[config.mk]
export PLATFORM = sky130hd
export DESIGN_NAME = mem_port_arbiter
export DESIGN_NICKNAME = d
export VERILOG_FILES = /design/src/rtl/mem_port_arbiter.sv
export SDC_FILE = /design/constraint.sdc
export NUM_CORES = 1
export LEC_CHECK = 0
export ABC_AREA = 1
export CAP_MARGIN = 20
export CORE_AREA = 2 2 108 110
export DETAILED_ROUTE_END_ITERATION = 8
export DIE_AREA = 0 0 110 112
export DONT_BUFFER_PORTS = 1
export GPL_TIMING_DRIVEN = 0
export SYNTH_ARGS = -nofsm -noshare
export SYNTH_HDL_FRONTEND = slang
export SYNTH_SLANG_ARGS = --single-unit
[constraint.sdc]
create_clock -name clk -period 2 [get_ports clk]
set_input_delay 0.4 -clock clk [delete_from_list [all_inputs] [get_ports clk]]
set_output_delay 0.4 -clock clk [all_outputs]
set_load 0.005 [all_outputs]
[src/rtl/mem_port_arbiter.sv]
// Arbitrates the single-ported synchronous-read memory between instruction fetch and the data port.
// Data wins by default; a saturating starvation counter forces a fetch grant after STARVE_LIMIT losses.
module mem_port_arbiter #(
  parameter int unsigned STARVE_LIMIT = 4
) (
  input  logic        clk,
  input  logic        rst,

  input  logic        if_req,
  input  logic [31:0] if_addr,
  input  logic        if_flush,
  output logic        if_ready,
  output logic        if_rvalid,
  output logic [31:0] if_rdata,

  input  logic        d_req,
  input  logic [31:0] d_addr,
  input  logic [3:0]  d_we,
  input  logic [31:0] d_wdata,
  output logic        d_ready,
  output logic        d_rvalid,
  output logic [31:0] d_rdata,

  output logic [31:0] m_addr,
  output logic        m_re,
  output logic [3:0]  m_we,
  output logic [31:0] m_wdata,
  input  logic [31:0] m_rdata
);

  localparam logic [1:0] OWN_NONE  = 2'd0;
  localparam logic [1:0] OWN_FETCH = 2'd1;
  localparam logic [1:0] OWN_DATA  = 2'd2;

  localparam logic [3:0] LIMIT = 4'(STARVE_LIMIT);

  logic [1:0] resp_owner_q, resp_owner_d;
  logic [3:0] starve_cnt, starve_cnt_d;

  logic fetch_ok;
  logic starved;
  logic d_gnt;
  logic if_gnt;
  logic d_is_load;

  assign fetch_ok  = if_req && !if_flush;
  assign starved   = fetch_ok && (starve_cnt == LIMIT);
  assign d_is_load = (d_we == 4'b0000);

  // Grants are held off while reset is asserted so nothing reaches the memory.
  assign d_gnt  = !rst && d_req && !starved;
  assign if_gnt = !rst && fetch_ok && !d_gnt;

  assign d_ready  = d_gnt;
  assign if_ready = if_gnt;

  always_comb begin
    m_addr  = 32'h0;
    m_re    = 1'b0;
    m_we    = 4'b0000;
    m_wdata = 32'h0;
    if (d_gnt) begin
      m_addr  = d_addr;
      m_we    = d_we;
      m_wdata = d_wdata;
      m_re    = d_is_load;
    end else if (if_gnt) begin
      m_addr = if_addr;
      m_re   = 1'b1;
    end
  end

  always_comb begin
    resp_owner_d = OWN_NONE;
    if (if_gnt) begin
      resp_owner_d = OWN_FETCH;
    end else if (d_gnt && d_is_load) begin
      resp_owner_d = OWN_DATA;
    end
  end

  // Flush cycles with if_req still high leave the count untouched.
  always_comb begin
    starve_cnt_d = starve_cnt;
    if (!if_req || if_gnt) begin
      starve_cnt_d = 4'd0;
    end else if (fetch_ok && d_gnt && (starve_cnt != LIMIT)) begin
      starve_cnt_d = starve_cnt + 4'd1;
    end
  end

  always_ff @(posedge clk or posedge rst) begin
    if (rst) begin
      resp_owner_q <= OWN_NONE;
      starve_cnt   <= 4'd0;
    end else begin
      resp_owner_q <= resp_owner_d;
      starve_cnt   <= starve_cnt_d;
    end
  end

  assign if_rvalid = (resp_owner_q == OWN_FETCH) && !if_flush;
  assign d_rvalid  = (resp_owner_q == OWN_DATA);
  assign if_rdata  = m_rdata;
  assign d_rdata   = m_rdata;

  always_comb begin
    assert (!(if_gnt && d_gnt));
  end

endmodule

Word-level counts from Yosys, hierarchy flattened
Cells that the tools add are included.
W data, S select, Z words.
{ "classes": {"addsub": 1, "eq_ne": 4, "mux": 10, "reduce_logical": 18} }
{ "ops": {"columns": ["cell", "count"], "rows": [
  ["$mux W32", 3],
  ["$mux W4", 3],
  ["$logic_and A1 B1 Y1", 10],
  ["$logic_not A1 Y1", 5],
  ["$add A4 B1 Y4 const B", 1],
  ["$eq A4 B3 Y1 const B", 1],
  ["$logic_not A4 Y1", 1],
  ["$mux W2", 2],
  ["$ne A4 B3 Y1 const B", 1],
  ["$eq A2 B1 Y1 const B", 1],
  ["$eq A2 B2 Y1 const B", 1],
  ["$mux W1", 2],
  ["$reduce_bool A2 Y1", 1],
  ["$logic_or A1 B1 Y1", 1]
]} }
{ "word_totals": {"register_bits": 6, "input_bits": 137, "out_inout_bits": 137, "wordCells": 35} }

Logic depth before layout (Yosys ltp)
{ "logic_depth": {"depth_word": 9, "mapped_depth": 11, "depth_no_buf": 10} }

Worst setup path before layout
Ideal clock, no wire load.
{ "synth_timing": {"kind": "register -> output", "from": "reg starve_cnt[0]", "to": "out m_addr[22]", "t_arrival_ns": 1.282, "required_ns": 1.600, "path_slack_ns": 0.318, "path_stages_with_launch": 12, "n_path_buf": 1, "path_cell_list": "dfrtp_1 -> inv_1 -> ha_1 -> nand2_1 -> nor2_1 -> nand2_1 -> nand2_2 -> nand2_2 -> clkinv_2 -> buf_12 -> nand2_2 -> nand2_1"} }
{ "synth_via": {"elab_chain_len": 8} }
{ "synth_lines": {"columns": ["item", "line", "text"], "rows": [
  ["start, declared", "38", "logic [3:0] starve_cnt, starve_cnt_d;"],
  ["start signal, assigned", "98", "starve_cnt <= starve_cnt_d;"],
  ["$eq A4 B3 Y1", "47", "assign starved = fetch_ok && (starve_cnt == LIMIT);"],
  ["$logic_and A1 B1 Y1", "47", null],
  ["$logic_not A1 Y1", "51", "assign d_gnt = !rst && d_req && !starved;"],
  ["$logic_and A1 B1 Y1", "51", null],
  ["$logic_not A1 Y1", "52", "assign if_gnt = !rst && fetch_ok && !d_gnt;"],
  ["$logic_and A1 B1 Y1", "52", null],
  ["via if_ready", "12", "output logic if_ready,"],
  ["$mux W32", "67", "end else if (if_gnt) begin"],
  ["$mux W32", "62", "if (d_gnt) begin"],
  ["end, declared", "24", "output logic [31:0] m_addr,"]
]} }
The timed path passes the listed nets, and every way through them passes these cells.

Worst setup path after layout
{ "layout_timing": {"from": "reg starve_cnt[0]", "to": "out m_addr[14]"} }
{ "layout_via": {"elab_chain_len": 8} }
{ "layout_lines": {"columns": ["item", "line"], "rows": [
  ["$eq A4 B3 Y1 (*)", "47"],
  ["$logic_and A1 B1 Y1 (*)", "47"],
  ["$logic_not A1 Y1 (*)", "51"],
  ["$logic_and A1 B1 Y1 (*)", "51"],
  ["$logic_not A1 Y1", "52"],
  ["$logic_and A1 B1 Y1", "52"],
  ["$mux W32", "67"],
  ["$mux W32 (*)", "62"]
]} }
Every way passes the cells marked *; elsewhere a longest branch is shown, timed or not.

==> results.json <==
{
  "status": "finished clean",
  "n_antenna_cell": 0,
  "yosysTopAreaCellShare_pct": 30.1,
  "min_from": "d_we[3]",
  "post-route-cell-area_um2": 2430,
  "ys_seq_area_share_pct": 9.26,
  "yosys_warnings": 0,
  "reg2reg_to": "starve_cnt[0]",
  "synth-simple-area-share_pct": 42.1,
  "worstSetupEndpointType": "primary output",
  "clkLatencyLatePin_ns": 0.23,
  "synth_fa_ha_area_share_pct": 1.54,
  "worst_pin_slew_ns": 0.392,
  "syn_nets": 442,
  "synthArstFlopShare_pct": 100,
  "hold_depth": 3,
  "dp_hpwl_um": 4810,
  "r2r_slack_ns": 0.56,
  "grt_overflow_total": 0,
  "fp.dieArea_um2": 12300,
  "area_growth_pct": 49.8,
  "p_comb_share_pct": 44.2,
  "crit_arrival_ns": 1.59,
  "die_w_um": 110,
  "ff2ff_path_depth": 10,
  "clock-sinks": 6,
  "place_ws_ns": 0.0293,
  "min_period_ns": 1.99,
  "synth_xor_area_share_pct": 0,
  "maxCapViolations": 0,
  "netlist_top_cells_area": "buf_4 (30%), nand2_1 (24%), nor2_1 (11%)",
  "yosysUniqueCellTypes": 15,
  "drv_slew": 0,
  "syn_inst": 303,
  "synth_compound_gate_area_share_pct": 0.309,
  "clockPowerShare_pct": 40.3,
  "maxSlewHeadroom_pct": 73.7,
  "gp_congestion": 0.794,
  "drc": 0,
  "cts_max_level": 1,
  "wire_per_inst_um": 13.1,
  "ys.flop_type": "dfrtp_1",
  "die_h_um": 112,
  "antenna_found_initial": 0,
  "synth_top_family_by_area": "buffers and inverters",
  "netlist_area_um2": 1620,
  "drtIter0Drc": 64,
  "hold_viol": 0,
  "skew_ns": 0.000949,
  "powerDensity_nw_per_um2": 331,
  "path_clk_slew_ns": 0.03,
  "dr_total_vias": 1743,
  "grt_pass1_wl_um": 7330,
  "synth_seq_cells": 6,
  "p_seq_share_pct": 15.5,
  "ant_nets": 0,
  "hp-class": "in -> reg",
  "portBuffers": 0,
  "drive_above_1_share_pct": 53.7,
  "avgSynthCellArea_um2": 5.35,
  "grt_max_degree": 13,
  "initial_utilization_pct": 14.5,
  "grt_use_total_pct": 8.00,
  "worstPathRequired_ns": 1.60,
  "cts_buffer_depth": 2,
  "rows": 39,
  "synth-edff-count": 0,
  "cts_tree": "yes",
  "irDropWorstVdd_uv": 216,
  "worst_slack_ns": 0.0139,
  "p_leak_nw": 1.40,
  "core_region_area_um2": 11200,
  "synthTopCellsByCount": "nand2_1 (103), buf_4 (65), nor2_1 (49), inv_1 (47), nand2_2 (11)",
  "reg2reg_from": "starve_cnt[0]",
  "vias_per_cell": 3.73,
  "swShare_pct": 29.9,
  "grt_pass1_vias": 1318,
  "rsz0062_at_grt": "yes",
  "wirelength_um": 6120,
  "cp-start-kind": "flip-flop",
  "firstDrtPassIters": 4,
  "synthMuxAreaShare_pct": 0,
  "setup_viol_count_final": 0,
  "pin_count": 274,
  "critPathMaxFanout": 8,
  "cts_buffers": 3,
  "yosys.area.top_type": "buf_4",
  "fin_util_pct": 21.7,
  "final.period_utilization_pct": 99.3,
  "synth.most_common_cell": "nand2_1",
  "criticalPathCategory": "reg -> out",
  "placed_area_um2": 1800,
  "min_to": "resp_owner_q[1]",
  "power_w": 0.000804,
  "clock_tree.root_cell": "clkbuf_16",
  "nNetsFinal": 465,
  "p_switching_w": 0.000241,
  "max_freq_ghz": 0.504,
  "power.internal_w": 0.000563
}
[per-stage QoR]
stage / setup TNS, ns / instances / hold WS (ns)
floorplan: 0 / 303 / 0.199
global placement: 0 / 446 / 0.241
detailed placement: 0 / 446 / 0.237
CTS: -0.0167 / 461 / 0.384
global route: -3.90 / 467 / 0.399
finish: 0 / 467 / 0.394
[worst max-delay path, stage by stage (launching register included)]
cell and delay (ns):
dfrtp_1 0.38, inv_2 0.09, ha_4 0.14, nand2_2 0.05
nor2_2 0.09, nand2_2 0.06, nand2_4 0.09, nand2_4 0.08
clkinv_8 0.10, clkbuf_16 0.16, nand2_2 0.05, nand2_2 0.06
[worst max-delay path by stage]
stage	from	end	slack, ns	cells past startpoint
final	starve_cnt[0]	m_addr[14]	0.01	11
after global placement	starve_cnt[0]	m_addr[28]	0.04	11
after global routing	starve_cnt[0]	m_addr[14]	-0.1	11
after floorplan	starve_cnt[0]	m_addr[22]	0.32	11
after CTS	starve_cnt[1]	m_addr[19]	-0.005	11
after detailed placement	starve_cnt[0]	m_addr[28]	0.03	11
[power groups by stage]
stage	clock network, W	registers [W]	logic (W)
6_report	0.000324	0.000125	0.000355
2_1_floorplan	0	0.000126	0.000225
3_3_place_gp	0	0.000126	0.000266
4_1_cts	0.000332	0.000125	0.000312
3_5_place_dp	0	0.000126	0.000266
5_1_grt	0.000337	0.000125	0.000383
[area by class of cell]
cell class / instances / area, µm²
Clock buffer: 3 / 75.1
Inverter: 49 / 204
Fill cell: 1254 / 8740
Sequential cell: 6 / 150
Timing Repair Buffer: 18 / 243
Tap cell: 143 / 179
Multi-Input combinational cell: 174 / 966
Buffer: 74 / 613
[flip-flops by register name (all words and copies together), names as in the netlist]
register      count
starve_cnt        4
resp_owner_q      2
[cell families (layout without fill, tap and decap cells)]
family	count (synthesis)	in the layout
and+or+nand+nor	171	171
buffers and inverters	123	144
DFF	6	6
adders and majority gates	2	2
AOI/OAI and AO/OA	1	1
[layout by cell type (no fill, tap or decap), drive strengths merged]
cell           n
nor2          49
dfrtp          6
nand3          5
inv           48
nand4          3
dlygate4sd3    1
clkinv         1
o21ai          1
ha             2
nand2        114
clkbuf         6
buf           88
[layer usage]
| metal | part of all wire (%) | routed length [µm] | track usage (%) | vias to the layer above |
|---|---|---|---|---|
| met5 | 0 | 0 | 0 | - |
| met4 | 0.34 | 21 | 1.01 | 0 |
| li1 | - | - | - | 848 |
| met3 | 7.0 | 427 | 1.76 | 4 |
| met2 | 49 | 2990 | 11.4 | 110 |
| met1 | 44 | 2680 | 12.4 | 781 |
[timing repair]
item | in CTS | in global routing
gates cloned | 4 | 3
gates resized for setup | 40 | 69
setup endpoints to repair | 50 | 70
hold endpoints to repair | 6 | 0
hold buffers | 1 | 0
pin swaps | 4 | 17
setup buffers | 7 | 3
(Power assumes the default switching activity.)
